<file path="config.mk">
export PLATFORM = sky130hd
export DESIGN_NAME = jpeg_enc_quant_zz
export DESIGN_NICKNAME = d
export VERILOG_FILES = /design/src/rtl/jpeg_enc_pkg.sv /design/src/rtl/jpeg_enc_quant_round.sv /design/src/rtl/jpeg_enc_quant_zz.sv
export SDC_FILE = /design/constraint.sdc
export NUM_CORES = 1
export LEC_CHECK = 0
export CAP_MARGIN = 20
export CORE_ASPECT_RATIO = 1.5
export CORE_MARGIN = 1
export CORE_UTILIZATION = 45
export DETAILED_ROUTE_END_ITERATION = 8
export PLACE_DENSITY_LB_ADDON = 0.15
export SLEW_MARGIN = 40
export SYNTH_ARGS = -nofsm -noshare
export SYNTH_HDL_FRONTEND = slang
export SYNTH_SLANG_ARGS = --single-unit
</file>
<file path="constraint.sdc">
create_clock -name clk -period 7.1 [get_ports clk]
set_clock_uncertainty 0.1 [all_clocks]
set_input_delay 1.065 -clock clk [delete_from_list [all_inputs] [get_ports clk]]
set_output_delay 1.065 -clock clk [all_outputs]
set_load 0.03 [all_outputs]
</file>
<file path="src/rtl/jpeg_enc_pkg.sv">
// Shared constants and types for the JPEG encoder datapath stages.
package jpeg_enc_pkg;
    localparam int DU_SIZE       = 64;
    localparam int DCT_W         = 18;
    localparam int ZZ_W          = 15;
    localparam int FDTBL_FRAC    = 8;
    localparam int FDTBL_UV_BASE = 64;

    typedef enum logic [1:0] {IDLE, RUN, DRAIN} state_t;
endpackage

</file>
<file path="src/rtl/jpeg_enc_quant_round.sv">
// Round-to-nearest (halves away from zero) of a fixed-point product, saturated to Q_W bits.
module jpeg_enc_quant_round #(
    parameter int P_W  = 27,
    parameter int Q_W  = 15,
    parameter int FRAC = 8
) (
    input  logic signed [P_W-1:0] p,
    output logic signed [Q_W-1:0] q
);
    localparam logic [P_W:0] HALF    = (P_W+1)'(1) << (FRAC - 1);
    localparam logic [P_W:0] POS_LIM = (P_W+1)'((1 << (Q_W - 1)) - 1);
    localparam logic [P_W:0] NEG_LIM = (P_W+1)'(1 << (Q_W - 1));

    logic           neg;
    logic [P_W:0]   mag;
    logic [P_W:0]   rnd;

    // One extra bit so |most-negative product| stays representable.
    always_comb begin
        neg = p[P_W-1];
        mag = neg ? -{p[P_W-1], p} : {1'b0, p};
        rnd = (mag + HALF) >> FRAC;
        if (!neg)
            q = (rnd > POS_LIM) ? {1'b0, {(Q_W-1){1'b1}}} : $signed(rnd[Q_W-1:0]);
        else
            q = (rnd >= NEG_LIM) ? {1'b1, {(Q_W-1){1'b0}}} : -$signed(rnd[Q_W-1:0]);
    end
endmodule

</file>
<file path="src/rtl/jpeg_enc_quant_zz.sv">
// Quantise one 64-coefficient DCT data unit and write it in zigzag order; reports last non-zero AC.
module jpeg_enc_quant_zz
    import jpeg_enc_pkg::*;
#(
    parameter int IN_W      = DCT_W,
    parameter int OUT_W     = ZZ_W,
    parameter int FRAC_BITS = FDTBL_FRAC
) (
    input  logic             clk,
    input  logic             reset,
    input  logic             start,
    input  logic             comp_uv,
    output logic             busy,
    output logic             done,
    output logic [5:0]       last_nz,
    output logic [5:0]       dctdu_ram_ar,
    input  logic [IN_W-1:0]  dctdu_ram_do,
    output logic [6:0]       fdtbl_rom_a,
    input  logic [7:0]       fdtbl_rom_d,
    output logic [5:0]       zzidx_rom_a,
    input  logic [5:0]       zzidx_rom_d,
    output logic [5:0]       zzdu_ram_aw,
    output logic [OUT_W-1:0] zzdu_ram_di,
    output logic             zzdu_ram_we
);
    localparam int         P_W      = IN_W + 9;
    localparam logic [5:0] IDX_LAST = 6'(DU_SIZE - 1);

    state_t                  state;
    logic [5:0]              idx;
    logic                    uv;
    logic [3:1]              vld_pipe;
    logic [2:1]              last_pipe;
    logic signed [P_W-1:0]   p_s2;
    logic [5:0]              zz_s2;
    logic [5:0]              acc;
    logic [5:0]              acc_next;
    logic                    issue;
    logic signed [P_W-1:0]   dct_x;
    logic signed [P_W-1:0]   fd_x;
    logic signed [OUT_W-1:0] q;

    assign issue        = (state == RUN);
    assign dctdu_ram_ar = idx;
    assign zzidx_rom_a  = idx;
    assign fdtbl_rom_a  = {uv, idx};
    assign zzdu_ram_we  = vld_pipe[3];

    assign dct_x = {{(P_W-IN_W){dctdu_ram_do[IN_W-1]}}, dctdu_ram_do};
    assign fd_x  = {{(P_W-8){1'b0}}, fdtbl_rom_d};

    jpeg_enc_quant_round #(.P_W(P_W), .Q_W(OUT_W), .FRAC(FRAC_BITS)) u_round (
        .p (p_s2),
        .q (q)
    );

    // Includes the coefficient being written this cycle so last_nz sees the final write.
    always_comb begin
        acc_next = acc;
        if (zz_s2 != 6'd0 && q != '0 && zz_s2 > acc)
            acc_next = zz_s2;
    end

    always_ff @(posedge clk or posedge reset) begin
        if (reset) begin
            state       <= IDLE;
            idx         <= '0;
            uv          <= 1'b0;
            vld_pipe    <= '0;
            last_pipe   <= '0;
            p_s2        <= '0;
            zz_s2       <= '0;
            zzdu_ram_aw <= '0;
            zzdu_ram_di <= '0;
            acc         <= '0;
            last_nz     <= '0;
            busy        <= 1'b0;
            done        <= 1'b0;
        end else begin
            vld_pipe  <= {vld_pipe[2:1], issue};
            last_pipe <= {last_pipe[1], issue && idx == IDX_LAST};
            if (vld_pipe[1]) begin
                p_s2  <= dct_x * fd_x;
                zz_s2 <= zzidx_rom_d;
            end
            if (vld_pipe[2]) begin
                zzdu_ram_aw <= zz_s2;
                zzdu_ram_di <= q;
                acc         <= acc_next;
            end
            done <= last_pipe[2];
            if (last_pipe[2])
                last_nz <= acc_next;
            if (done)
                busy <= 1'b0;
            case (state)
                IDLE: if (start) begin
                    uv    <= comp_uv;
                    idx   <= '0;
                    acc   <= '0;
                    busy  <= 1'b1;
                    state <= RUN;
                end
                RUN: begin
                    idx <= idx + 6'd1;
                    if (idx == IDX_LAST)
                        state <= DRAIN;
                end
                DRAIN: if (last_pipe[2]) state <= IDLE;
                default: state <= IDLE;
            endcase
        end
    end
endmodule
</file>
### Word level (Yosys, flattened, before mapping)

Cells that the tools add are included.

| word-level totals | value |
|---|---|
| register bits | 82 |
| bits of input ports | 36 |
| output and inout bits | 49 |
| logic and storage cells | 54 |

| cells by class | value |
|---|---|
| $add $sub $neg | 4 |
| multiply operators | 1 |
| order comparisons | 3 |
| equality and inequality tests | 6 |
| mux-type cells | 17 |
| reduce and logical (&&, ||, !) cells | 10 |

Operators with widths:

| operator | number |
|---|---|
| 2-to-1 mux 15 bit | 3 |
| 2-to-1 mux 6 bit | 5 |
| adder 28 x 8 -> 28 bit, second input constant | 1 |
| 2-to-1 mux 28 bit | 1 |
| negation 28 bit | 1 |
| multiplier 18 x 9 -> 27 bit | 1 |
| greater-or-equal comparator 20 x 15 -> 1 bit, second input constant | 1 |
| > comparator 20 x 14 -> 1 bit, second input constant | 1 |
| negation 15 bit | 1 |
| nonzero test 15 bit | 1 |
| one-hot mux 6 bit (2 select lines) | 1 |
| adder 6 x 1 -> 6 bit, second input constant | 1 |
| equality test 6 bit, second input constant | 1 |
| > comparator 6 bit | 1 |
| 2-to-1 mux 2 bit | 3 |
| one-hot mux 2 bit (3 select lines) | 1 |
| nonzero test 6 bit | 1 |
| inequality test 2 bit, second input constant | 2 |
| AND reduction 2 bit | 2 |
| logical AND 1 bit | 3 |
| 2-to-1 mux 1 bit | 3 |
| AND reduction 3 bit | 1 |
| equality test 2 x 1 -> 1 bit, second input constant | 1 |
| equality test 2 bit, second input constant | 1 |
| 3 further kinds | 3 |

### Logic depth before layout (Yosys ltp)

| logic depth | value |
|---|---|
| depth after elaboration | 13 |
| depth in mapped cells | 26 |
| depth with buffers taken out | 23 |

### Cells and area by module

From an unflattened synthesis, not the netlist that was laid out.

| unflattened totals | value |
|---|---|
| cell total of the unflattened synthesis | 1155 |
| area total of the unflattened synthesis | 10269.8 um^2 |

Modules (own cells, without submodules):

| module | times used | cells an instance | area an instance (um^2) |
|---|---|---|---|
| jpeg_enc_quant_zz | 1 | 897 | 8630.8 |
| jpeg_enc_quant_round | 1 | 258 | 1639.1 |

### Worst setup path before layout

OpenSTA, ideal clock, no wires.

| timing path | value |
|---|---|
| path type | input to register |
| start point | input fdtbl_rom_d[2] |
| end point | register p_s2[24] |
| data arrival time | 6.118 ns |
| data required time | 6.875 ns |
| path slack | 0.757 ns |
| cell stages on the path | 23 |
| path buffers | 2 |
| path through | clkbuf_1 clkbuf_1 nand2_1 fa_1 inv_1 fa_1 ha_1 inv_1 fa_1 inv_1 ha_1 nor2b_1 o21ai_0 a21boi_0 o21ai_0 a21oi_1 o2111ai_1 a311oi_1 a2111oi_0 o21bai_1 a21oi_1 xnor2_1 mux2_2 |

| on the way | value |
|---|---|
| cells in the longest elaborated chain, start to end | 1 |

Ends and longest elaborated chain:

| element | RTL line | RTL |
|---|---|---|
| start, declared | jpeg_enc_quant_zz.sv:19 | `input logic [7:0] fdtbl_rom_d,` |
| multiplier 18 x 9 -> 27 bit | jpeg_enc_quant_zz.sv:83 | `p_s2 <= dct_x * fd_x;` |
| end signal, assigned | jpeg_enc_quant_zz.sv:83 |  |
| end, declared | jpeg_enc_quant_zz.sv:34 | `logic signed [P_W-1:0] p_s2;` |

No other way between the ends.
A chain may end at the register's enable or synchronous reset.

### Worst setup path in the final report

| timing path | value |
|---|---|
| start point | input fdtbl_rom_d[1] |
| end point | register p_s2[24] |

Same word-level chain as after synthesis.

==> out/metrics.csv <==
metric,value,unit
vias in the first global route,8375,
"flops & latches, synth",82,
largest net degree at the start of global routing,83,
ys async rst share,100,%
Fmax achieved,0.152,GHz
vias after detailed routing,8164,
global routing's busiest layer,met2,
first-pass GRT wire length,40.3,mm
Worst path max stage delay,670,ps
IO Count,85,
Seq pwr share,18.1,%
Post-CTS Setup Bufs,0,
FILL cells,2165,
Setup WS pre-CTS,135,ps
antenna-violating nets left,0,
pwr dens,428,nW/um^2
Main synth FF type,dfrtp_1,
Internal Power,2600,uW
Post-synth top cells,"inv_1 (178), fa_1 (114), nand2_1 (103)",
HPWL after DPL,19.2,mm
placed cell count,1529,
nature of the critical path endpoint,register,
cells along the critical path,clkdlybuf4s50_1 > nand2_1 > fa_1 > fa_1 > inv_1 > ha_1 > inv_1 > fa_1 > fa_1 > nor2b_1 > o21ai_0 > a21boi_0 > o21ai_0 > a21oi_1 > o2111ai_1 > a311oi_1 > a2111oi_0 > buf_4 > o21bai_1 > a21oi_1 > xnor2_1 > mux2_2,
Final min period,6570,ps
non-filler instance count after layout,1545,
post-route setup TNS,0,ps
MaxCap Viol Count,0,
worst skew pair latency,350,ps
Die W,127,um
row cnt,68,
n_diodes,0,
critical path class,input port to register,
Final setup viols,0,
Clk pwr share,8.3,%
GR met1 Demand/Resource,24.3,%
Fin. Hold Viols,0,
synthesized area per cell,9.09,um^2
GR Util met3,1.43,%
DR pass1 iterations,4,
status,"finished, final reports clean",
final period utilization,92.6,%
CTS Buf Count,9,
cell mode on critical path,fa_1,
number of synthesized flops with an enable pin,0,
"Net count, final",1439,
Root Driver,clkbuf_16,
Mapped Nets,1381,
Comb pwr share,73.6,%
arrival time at the worst endpoint,6710,ps
Core Area,23100,um^2
Vias/cell,5.28,
Slew Limit Fails,0,
share of cells above drive strength 1,9.27,%
Clock transition at path regs,70,ps
RSZ-0062 raised after global routing,no,
GPL Wtd Cong,0.871,
DR iter-0 viols,301,
worst hold path type,register to register,
gr usage total,20.6,%
CTS resizes,0,
drt drc,0,
yosys warns,0,
VDD IR max,0.000148,V
average routed wire per standard cell,15.4,um
TritonCTS clock tree,built,
Syn Inst Count,1167,
Layout area overhead,13.5,%
hold_ws,250,ps
htree depth,3,
CTS hold repair buffers,0,
initial core utilization,46.0,%
P_leak,0.00556,uW
slowest CP cell,clkdlybuf4s50_1,
Num Clock Sinks,82,
Yosys top cell area share,21.5,%
startpoint types,input port,
"count leader, synth",inv_1,
final worst-path setup slack,526,ps
P_sw,2550,uW
Switching Share,49.6,%
CP max FO,8,
Area contributors post-synth,"fa_1 (22%), dfrtp_1 (19%), ha_1 (7.5%), inv_1 (6.3%), and2_1 (5.6%)",
initial antenna violation count,0,
largest area contributor in the netlist,fa_1,
CTS max path bufs,2,
Tightest Pin Transition,717,ps
Slew HR,51.9,%
"Cell Area, Synth",10600,um^2
Die Height,190,um
sequential area share after synthesis,19.3,%
Die ar.,24200,um^2
DRT Wirelength,23.7,mm
"Distinct cells, synth",88,
IO Port Bufs,84,
met2 GRT Util,39.0,%
required time worst endpoint,7240,ps
GRT overflow,0,
power groups by stage:
stage	Combinational (uW)	Clock (uW)	Sequential, uW
after floorplan	2910	0	946
after global placement	3740	0	933
after detailed placement	3800	0	940
after CTS	3820	439	932
after global routing	4230	458	975
final	3790	426	933
cells by family after synthesis:
family | Yosys count | share of synthesized area [%]
flip-flops | 82 | 19.3
XOR/XNOR | 46 | 3.80
AND/OR/NAND/NOR | 360 | 18.4
adder cells (fa/ha/maj) | 178 | 29.1
AO/OA/AOI/OAI | 213 | 15.5
buffers and inverters | 244 | 9.32
multiplexers | 44 | 4.65
registers in the layout, indices dropped and copies added, names as in the netlist, 2 cells and up:
name	flops
p_s2	27
zzdu_ram_di	15
acc	6
dctdu_ram_ar	6
last_nz	6
zz_s2	6
zzdu_ram_aw	6
vld_pipe	3
last_pipe	2
state	2
critical path, delay by kind of cell:
kind                       cells  cell delay [ps]
AOI/OAI and AO/OA              9             1790
xor gates and xnor gates       1              120
adders and majority gates      5             2270
muxes                          1              250
buffers and inverters          4              930
and+or+nand+nor                2              270
routing by layer:
layer / up-vias / share of wire [%]
met4: 0 / 1.5
met3: 22 / 2.1
met1: 3990 / 42
met5: - / 0
li1: 4021 / -
met2: 131 / 54
final timing paths:
check                          startpoint         endpoint  slack, ps  cells after the start
setup / recovery           fdtbl_rom_d[1]         p_s2[24]        530                     22
hold / removal               last_pipe[1]     last_pipe[2]        250                      0
setup reg to reg                  p_s2[4]           acc[4]       1130                     19
hold reg to reg              last_pipe[1]     last_pipe[2]        250                      0
max in group asynchronous           reset      vld_pipe[2]       5280                      3
min in group asynchronous           reset  dctdu_ram_ar[3]       1120                      3
final cells by class:
type	count	area (um^2)	share of cell area [%]
Sequential cell	82	2050	17.1
Clock buffer	10	229	1.90
Timing Repair Buffer	113	1080	8.95
Tap cell	315	394	3.27
Clock inverter	6	40.0	0.333
Multi-Input combinational cell	841	7570	62.9
Inverter	178	669	5.56
cell usage in the layout (no fill, tap or decap), types with 10 or more instances in the layout:
master and n:
a21o_1 15, a21oi_1 33, a31oi_1 13, and2_1 95, buf_4 27, clkdlybuf4s50_1 84
dfrtp_1 80, fa_1 114, ha_1 64, inv_1 177, mux2_2 30, mux2i_1 11
nand2_1 103, nand3_1 18, nor2_1 45, nor3_1 16, o211ai_1 10, o21ai_0 37
o31ai_1 10, xnor2_1 30, xor2_1 16
stage by stage:
step	total power, uW	util [%]	instance area, um^2
2_1_floorplan	3860	-	10600
3_3_place_gp	4670	51.0	11800
3_5_place_dp	4740	51.0	11800
4_1_cts	5190	52.2	12000
5_1_grt	5660	52.2	12000
6_report	5150	52.2	12000
Power figures use the tool's default switching activity.
